===== src/rtl/pipe_pkg.sv =====
// Shared types and default widths for the elastic pipeline stage registers.
package pipe_pkg;
  typedef enum logic [1:0] {
    ST_EMPTY = 2'd0,
    ST_ONE   = 2'd1,
    ST_TWO   = 2'd2
  } stage_state_t;

  localparam int CTRL_W_DEF = 8;
  localparam int DATA_W_DEF = 112;
endpackage


===== src/rtl/pipe_entry.sv =====
// One held beat: control + datapath register with load enable and a
// synchronous control clear that leaves the datapath untouched.
module pipe_entry
  import pipe_pkg::*;
#(
  parameter int CTRL_W = CTRL_W_DEF,
  parameter int DATA_W = DATA_W_DEF
) (
  input  logic              clk,
  input  logic              rst,
  input  logic              i_load,
  input  logic              i_clr,
  input  logic [CTRL_W-1:0] i_ctrl,
  input  logic [DATA_W-1:0] i_data,
  output logic [CTRL_W-1:0] o_ctrl,
  output logic [DATA_W-1:0] o_data
);
  logic [CTRL_W-1:0] r_ctrl;
  logic [DATA_W-1:0] r_data;

  // Clear wins over load so a beat offered during a kill never lands.
  always_ff @(posedge clk or posedge rst) begin
    if (rst) begin
      r_ctrl <= '0;
      r_data <= '0;
    end else if (i_clr) begin
      r_ctrl <= '0;
    end else if (i_load) begin
      r_ctrl <= i_ctrl;
      r_data <= i_data;
    end
  end

  assign o_ctrl = r_ctrl;
  assign o_data = r_data;
endmodule


===== src/rtl/pipe_stage_elastic.sv =====
// Elastic stage register between two pipeline stages with ready/valid flow
// control, optional two-entry skid buffer and a bubble-inserting flush.
//
// Handshake: a beat moves on a cycle edge only when valid and ready are both
// high at that edge; valid never waits on ready, and once out_valid is high
// the head beat stays stable until it is released.
module pipe_stage_elastic
  import pipe_pkg::*;
#(
  parameter int CTRL_W = CTRL_W_DEF,
  parameter int DATA_W = DATA_W_DEF,
  parameter int SKID   = 1
) (
  input  logic              clk,
  input  logic              rst,
  input  logic              flush,
  input  logic              in_valid,
  output logic              in_ready,
  input  logic [CTRL_W-1:0] in_ctrl,
  input  logic [DATA_W-1:0] in_data,
  output logic              out_valid,
  input  logic              out_ready,
  output logic [CTRL_W-1:0] out_ctrl,
  output logic [DATA_W-1:0] out_data,
  output logic [1:0]        occ,
  output logic [1:0]        dbg_state
);
  logic              w_accept;
  logic              w_release;
  logic [CTRL_W-1:0] w_main_ctrl;
  logic [DATA_W-1:0] w_main_data;

  assign w_accept  = in_valid & in_ready;
  assign w_release = out_valid & out_ready;
  assign out_ctrl  = out_valid ? w_main_ctrl : '0;
  assign out_data  = w_main_data;

  generate
    if (SKID != 0) begin : g_skid
      stage_state_t      r_state;
      stage_state_t      w_next;
      logic              r_in_ready;
      logic              w_main_load;
      logic              w_skid_load;
      logic              w_main_from_skid;
      logic [CTRL_W-1:0] w_skid_ctrl;
      logic [DATA_W-1:0] w_skid_data;
      logic [CTRL_W-1:0] w_main_in_ctrl;
      logic [DATA_W-1:0] w_main_in_data;

      always_comb begin
        w_next           = r_state;
        w_main_load      = 1'b0;
        w_skid_load      = 1'b0;
        w_main_from_skid = 1'b0;
        if (flush) begin
          w_next = ST_EMPTY;
        end else begin
          case (r_state)
            ST_EMPTY: begin
              if (w_accept) begin
                w_next      = ST_ONE;
                w_main_load = 1'b1;
              end
            end
            ST_ONE: begin
              if (w_accept && w_release) begin
                w_main_load = 1'b1;
              end else if (w_accept) begin
                w_next      = ST_TWO;
                w_skid_load = 1'b1;
              end else if (w_release) begin
                w_next = ST_EMPTY;
              end
            end
            ST_TWO: begin
              if (w_release) begin
                w_next           = ST_ONE;
                w_main_load      = 1'b1;
                w_main_from_skid = 1'b1;
              end
            end
            default: w_next = ST_EMPTY;
          endcase
        end
      end

      // in_ready is registered from the next state, so out_ready never
      // reaches in_ready combinationally.
      always_ff @(posedge clk or posedge rst) begin
        if (rst) begin
          r_state    <= ST_EMPTY;
          r_in_ready <= 1'b1;
        end else begin
          r_state    <= w_next;
          r_in_ready <= (w_next != ST_TWO);
        end
      end

      assign w_main_in_ctrl = w_main_from_skid ? w_skid_ctrl : in_ctrl;
      assign w_main_in_data = w_main_from_skid ? w_skid_data : in_data;

      pipe_entry #(.CTRL_W(CTRL_W), .DATA_W(DATA_W)) u_main (
        .clk    (clk),
        .rst    (rst),
        .i_load (w_main_load),
        .i_clr  (flush),
        .i_ctrl (w_main_in_ctrl),
        .i_data (w_main_in_data),
        .o_ctrl (w_main_ctrl),
        .o_data (w_main_data)
      );

      pipe_entry #(.CTRL_W(CTRL_W), .DATA_W(DATA_W)) u_skid (
        .clk    (clk),
        .rst    (rst),
        .i_load (w_skid_load),
        .i_clr  (flush),
        .i_ctrl (in_ctrl),
        .i_data (in_data),
        .o_ctrl (w_skid_ctrl),
        .o_data (w_skid_data)
      );

      assign in_ready  = r_in_ready;
      assign out_valid = (r_state != ST_EMPTY);
      assign occ       = r_state;
      assign dbg_state = r_state;
    end else begin : g_single
      logic r_valid;

      always_ff @(posedge clk or posedge rst) begin
        if (rst) begin
          r_valid <= 1'b0;
        end else if (flush) begin
          r_valid <= 1'b0;
        end else if (w_accept) begin
          r_valid <= 1'b1;
        end else if (w_release) begin
          r_valid <= 1'b0;
        end
      end

      pipe_entry #(.CTRL_W(CTRL_W), .DATA_W(DATA_W)) u_main (
        .clk    (clk),
        .rst    (rst),
        .i_load (w_accept),
        .i_clr  (flush),
        .i_ctrl (in_ctrl),
        .i_data (in_data),
        .o_ctrl (w_main_ctrl),
        .o_data (w_main_data)
      );

      assign in_ready  = !r_valid | out_ready;
      assign out_valid = r_valid;
      assign occ       = {1'b0, r_valid};
      assign dbg_state = r_valid ? ST_ONE : ST_EMPTY;
    end
  endgenerate
endmodule


===== config.mk =====
export PLATFORM = sky130hd
export DESIGN_NAME = pipe_stage_elastic
export DESIGN_NICKNAME = d
export VERILOG_FILES = /design/src/rtl/pipe_pkg.sv /design/src/rtl/pipe_entry.sv /design/src/rtl/pipe_stage_elastic.sv
export SDC_FILE = /design/constraint.sdc
export NUM_CORES = 1
export LEC_CHECK = 0
export CAP_MARGIN = 20
export CORE_MARGIN = 2
export CORE_UTILIZATION = 49
export DETAILED_ROUTE_END_ITERATION = 8
export MAX_ROUTING_LAYER = met4
export PLACE_DENSITY_LB_ADDON = 0.12
export REMOVE_ABC_BUFFERS = 1
export SLEW_MARGIN = 15
export SYNTH_ARGS = -nofsm -noshare
export SYNTH_HDL_FRONTEND = slang
export SYNTH_SLANG_ARGS = --single-unit

===== constraint.sdc =====
create_clock -name clk -period 9.4 [get_ports clk]
set_input_delay 0.94 -clock clk [delete_from_list [all_inputs] [get_ports clk]]
set_output_delay 0.94 -clock clk [all_outputs]
set_load 0.005 [all_outputs]

---- Word level (Yosys, flattened, before mapping) ----
Cells that the tools add are included.
word-level totals
  flip-flop bits (word level) ............. 243
  bits of input ports ..................... 125
  output and inout port bits .............. 126
  word-level logic and storage cells ...... 43
cells by class
  equality and inequality tests ........... 3
  mux-type cells .......................... 24
  bitwise logic cells ..................... 3
  reductions and logical operators ........ 7
operators by type and width
  kind                  count
  $mux W112             1
  $mux W8               6
  $mux W2               6
  $mux W1               9
  $pmux W2 S3           1
  $reduce_bool A2 Y1    3
  $reduce_and A2 Y1     2
  $pmux W1 S3           1
  $and A1 B1 Y1         2
  $eq A2 B1 Y1 const B  1
  $eq A2 B2 Y1 const B  1
  $logic_not A2 Y1      1
  $ne A2 B2 Y1 const B  1
  $logic_and A1 B1 Y1   1
  $not A1 Y1            1

---- Depth between registers and ports, before layout ----
  depth in word-level cells ............... 8
  gate-level depth with buffers ........... 8
  depth with buffers taken out ............ 4

---- By module ----
From an unflattened synthesis, not the netlist that was laid out.
second synthesis, totals
  cell total of the unflattened synthesis .. 691
  area total of the unflattened synthesis .. 11989.0 sq um
modules (own cells, without submodules)
  module              instances  cells each  area each (sq um)  sequential area each (sq um)
  pipe_entry          2          264         4911.0             3002.9
  pipe_stage_elastic  1          163         2167.1             76.3

---- Worst setup path after synthesis ----
OpenSTA, ideal clock, no wires.
  path kind ............................... input -> register
  start ................................... input flush
  end ..................................... register g_skid.u_skid.r_data[77] (netlist: g_skid.u_skid.o_data[77])
  library setup time ...................... 125 ps
  arrival ................................. 2089 ps
  required time ........................... 9275 ps
  slack ................................... 7186 ps
  cell stages on the path ................. 5
  path buffers ............................ 3
  path through ............................ buf_2 -> nor3_1 -> buf_2 -> buf_2 -> mux2_2
on the way
  cells in the longest elaborated chain, start to end .. 2
  elaborated cells between the ends (all ways) .. 3
  those cells by class .................... mux: 1; bitwise: 1; reduce/logical: 1
ends and longest elaborated chain
  what                                   line                      text
  start, declared                        pipe_stage_elastic.sv:16  input logic flush,
  $mux W1 or $not A1 Y1 (tied branches)  --
  $reduce_and A2 Y1 (no source line) *   --
  end signal, assigned                   pipe_entry.sv:30          r_data <= i_data;
  end, declared                          pipe_entry.sv:19          logic [DATA_W-1:0] r_data;
Mark *: on every way between the ends. The rest lies on a longest branch, timed or not.
A chain may end at the register's enable or synchronous reset.

---- Final worst setup path ----
  start ................................... input out_ready
  end ..................................... register g_skid.u_skid.r_data[31] (netlist: g_skid.u_skid.o_data[31])
on the way
  cells in the longest elaborated chain, start to end .. 6
ends and longest elaborated chain
  what                                line                      text
  start, declared                     pipe_stage_elastic.sv:22  input logic out_ready,
  $and A1 B1 Y1                       pipe_stage_elastic.sv:34  assign w_release = out_valid & out_ready;
  $logic_and A1 B1 Y1                 pipe_stage_elastic.sv:67  if (w_accept && w_release) begin
  $mux W1                             pipe_stage_elastic.sv:67
  $mux W1                             pipe_stage_elastic.sv:59  case (r_state)
  $mux W1                             pipe_stage_elastic.sv:56  if (flush) begin
  $reduce_and A2 Y1 (no source line)  --
No other way between the ends.

==> impl_summary.md <==
Status
The flow ran to the end, and the final reports show no timing, DRC or antenna violations.

Die
The vertical die dimension is about 150 um. The number of rows created at floorplan is 52. The region available for standard cell placement spans between 20000 and 25000 um^2. For this configuration, the core starts out at a cell density of 0.4989. The I/O pin total is 251. The width of the die is 147.3 um. The die covers 21700 um^2.

Timing
The clock skew after layout is slightly below 0.009 ns. Setup repair after global routing left no endpoint under its margin. The clock period minus final worst setup slack is 3.848 ns. Dividing the final minimum period by the clock period gives 0.4093. The count of endpoints failing hold in the final timing report is 0.

Headroom to the max-slew limit came out at 0.3041. The number of setup violations in the final report is 0. Timing would allow up to 259.9 MHz. The max-slew violation count is 0. The pin slew with the least headroom to its limit is 1.044 ns.

Setup path
The start point of the critical path is out_ready. The critical path class is in -> reg. Traced cell by cell, the critical path runs through clkdlybuf4s50_1 -> nand2b_1 -> nor3_2 -> buf_4 -> buf_4 -> mux2_2.

The capture point of the critical path is g_skid.u_skid.o_data[31]. The most common cell type on the critical path is buf_4. The startpoint kind of the worst setup timing path is an input port. At the worst endpoint, the required time is 9.79 ns.

The reg2reg setup slack is 6.00 ns. The start of the worst register-to-register path is dbg_state[1]. The length in cells of the worst reg-to-reg path is 5.

The data arrival time of the critical path is 4.24 ns. Among all stages on the critical path, the largest delay is contributed by buf_4. The stage delay of the slowest cell on the critical path is 0.76 ns. Of all nets on the critical path, the largest fanout is 58. The critical register-to-register path endpoint is g_skid.u_skid.o_data[31].

The worst setup path is captured at a flip-flop.

Final layout
The total area of multi-input combinational cells is 3676 um^2. In the final layout, the share of cells above drive strength 1 is 0.1416. In the layout the commonest cells are clkdlybuf4s50_1, dfrtp_1, nand2_1, nor2_1.

After routing the design area is 13490 um^2. Registers take between 6000 and 7000 um^2. The most frequent standard cell in the layout excluding fill and tap cells is clkdlybuf4s50_1.

The number of fillers in the final layout is roughly 1600. The final layout contains 1271 nets. The number of cells in the finished layout apart from fillers is around 1400. The area growth from synthesis to layout is 34.05%. The antenna cell count is 0.

At the end of the flow the core is filled with cells to 0.6687.

Detailed routing
The detailed router placed 7477 vias in this run. After the first detailed-routing iteration, the DRC count stood at 353. The number of iterations in the first detailed-routing pass is 4. The detail route stage leaves a number of antenna-violating nets equal to 0. Summed over all layers, the routed wires come to 23720 um.

The post-detailed-route via-to-cell ratio is 5.210. After detailed routing, the number of remaining DRC violations is 0. After detailed routing, the average wire length per cell comes to 16.53 um.

Clock tree
The H-tree depth reported by CTS is 1. The clock latency reported for the late side of the worst-skew pair is approximately 0.5 ns. The clock passes through at most 3 buffers. CTS saw 243 sinks. The quantity of gates resized following cts is 0. The number of clock buffers inserted by TritonCTS is 25. The CTS tree is done. Hold repair after CTS inserted 0 buffers. The master cell of the clock root buffer is clkbuf_16. After clock tree synthesis, the clock-pin slew on the worst setup and hold paths is approximately 0.07 ns. The number of buffers added for setup after CTS is 0.

Global routing
Summed over all layers, the global routing overflow is 0. For this run, the total global-route usage over all layers was measured as 0.2248. The number of antenna violations at the first check in global routing is 0.

The via count of the first global-routing pass is between 7000 and 8000. Entering global routing, the biggest net connects 127 pins. The first global-routing pass estimated 38480 um of wire.

Placed design
The global placer's final weighted congestion is 0.7918. Port buffering added 250 buffers. The placed cell area is about 13000 um^2.

The number of instances in the placed design is 1388. Summed over all nets, the half-perimeter wirelength after detailed placement is 14680 um.

Logic synthesis
The number of warnings issued by yosys is 0. The sequential element share of the synthesized area is 0.6045. The flip-flop and latch count after synthesis is 243. The summed instance area of the synthesized netlist is 10060 um^2. The number of different library cells in the post-synthesis netlist is 26.

Each instance of the synthesized netlist takes up on average roughly 11 um^2. The cell count after synthesis came out at 925.

Job
Across the run, the number of max-cap violations was 0.

Power
The total power per unit cell area is approximately 220 nW/um^2. Across the VDD grid, the largest voltage drop is 0.1406 mV. The leakage component of the power is 0.005763 uW.

Worst hold path
The kind of path behind the tightest hold check is reg -> reg.
-- metal layers --
metal	global-route usage	routed length [um]
met5	-	0
met1	0.3019	10400
met4	0.04808	407
met3	0.06025	1671
met2	0.3479	11230
-- cell type report --
cell class | count | share of cell area
clock inverter | 3 | 0.001577
clock buffer | 43 | 0.05659
sequential | 243 | 0.4509
multi-input combinational | 613 | 0.2725
timing repair buffer | 261 | 0.1922
tap | 270 | 0.02505
inverter | 2 | 0.001113
-- cell families (layout without fill, tap and decap cells) --
group           count (synthesis)  after routing  share of synthesized area
simple gates                  359            359                     0.1399
flops                         243            243                     0.6045
compound gates                132            132                    0.08742
mux                           121            121                     0.1343
buf+inv                        69            309                    0.03308
xor+xnor                        1              1                  0.0008706
-- Yosys cell counts --
master,n,area share
clkbuf_1,25,0.0093
dfstp_2,1,0.0026
nor3_1,2,0.00099
o21a_1,1,0.00075
mux2_2,112,0.13
o21ai_0,1,0.00050
o2bb2ai_1,8,0.0070
nand3b_4,1,0.0020
mux2i_1,9,0.0090
buf_4,11,0.0082
nand2_1,225,0.084
dfrtp_1,242,0.60
or3_1,1,0.00062
nand2b_1,2,0.0012
nand3b_1,1,0.00075
a22o_1,8,0.0070
a21oi_1,1,0.00050
inv_1,2,0.00075
nand4bb_1,1,0.0011
o31ai_4,1,0.0021
a31oi_1,112,0.070
nor2b_1,9,0.0056
xnor2_1,1,0.00087
nor2_1,117,0.044
buf_1,5,0.0019
buf_2,26,0.013
-- stage by stage --
step                total power, uW  setup WS (ns)  TNS (ns)  hold slack, ns
floorplan                      1705        -0.7678    -89.76          0.4486
global placement               2007          4.703         0          0.4723
detailed placement             2029          4.577         0          0.4669
CTS                            2983          5.087         0          0.4924
global route                   3109          5.380         0          0.4982
finish                         2949          5.552         0          0.4857
-- worst min-delay path by stage --
| stage | startpoint | end | cells past startpoint | slack (ns) |
|---|---|---|---|---|
| 3_3_place_gp | g_skid.u_main.o_ctrl[4] | g_skid.u_main.o_ctrl[4] | 1 | 0.47 |
| 6_report | g_skid.u_main.o_ctrl[2] | g_skid.u_main.o_ctrl[2] | 1 | 0.49 |
| 3_5_place_dp | g_skid.u_main.o_ctrl[2] | g_skid.u_main.o_ctrl[2] | 1 | 0.47 |
| 5_1_grt | g_skid.u_main.o_ctrl[2] | g_skid.u_main.o_ctrl[2] | 1 | 0.50 |
| 2_1_floorplan | g_skid.u_main.o_ctrl[0] | g_skid.u_main.o_ctrl[0] | 1 | 0.45 |
| 4_1_cts | g_skid.u_main.o_ctrl[2] | g_skid.u_main.o_ctrl[2] | 1 | 0.49 |
-- critical path: cells and delay by family --
family / cells / cell delay [ns]
buffers and inverters: 3 / 2.01
muxes: 1 / 0.42
and+or+nand+nor: 2 / 0.78
-- flip-flops by register name (all words and copies together) (netlist names) --
register / flops
in_ready: 1
g_skid.u_main.o_data: 112
dbg_state: 2
g_skid.u_main.o_ctrl: 8
g_skid.u_skid.o_data: 112
g_skid.u_skid.o_ctrl: 8
-- power breakdown --
part | internal, uW | switching, uW
Sequential | 1290 | 125
Combinational | 378 | 213
Clock | 549 | 392
(Power assumes the default switching activity.)
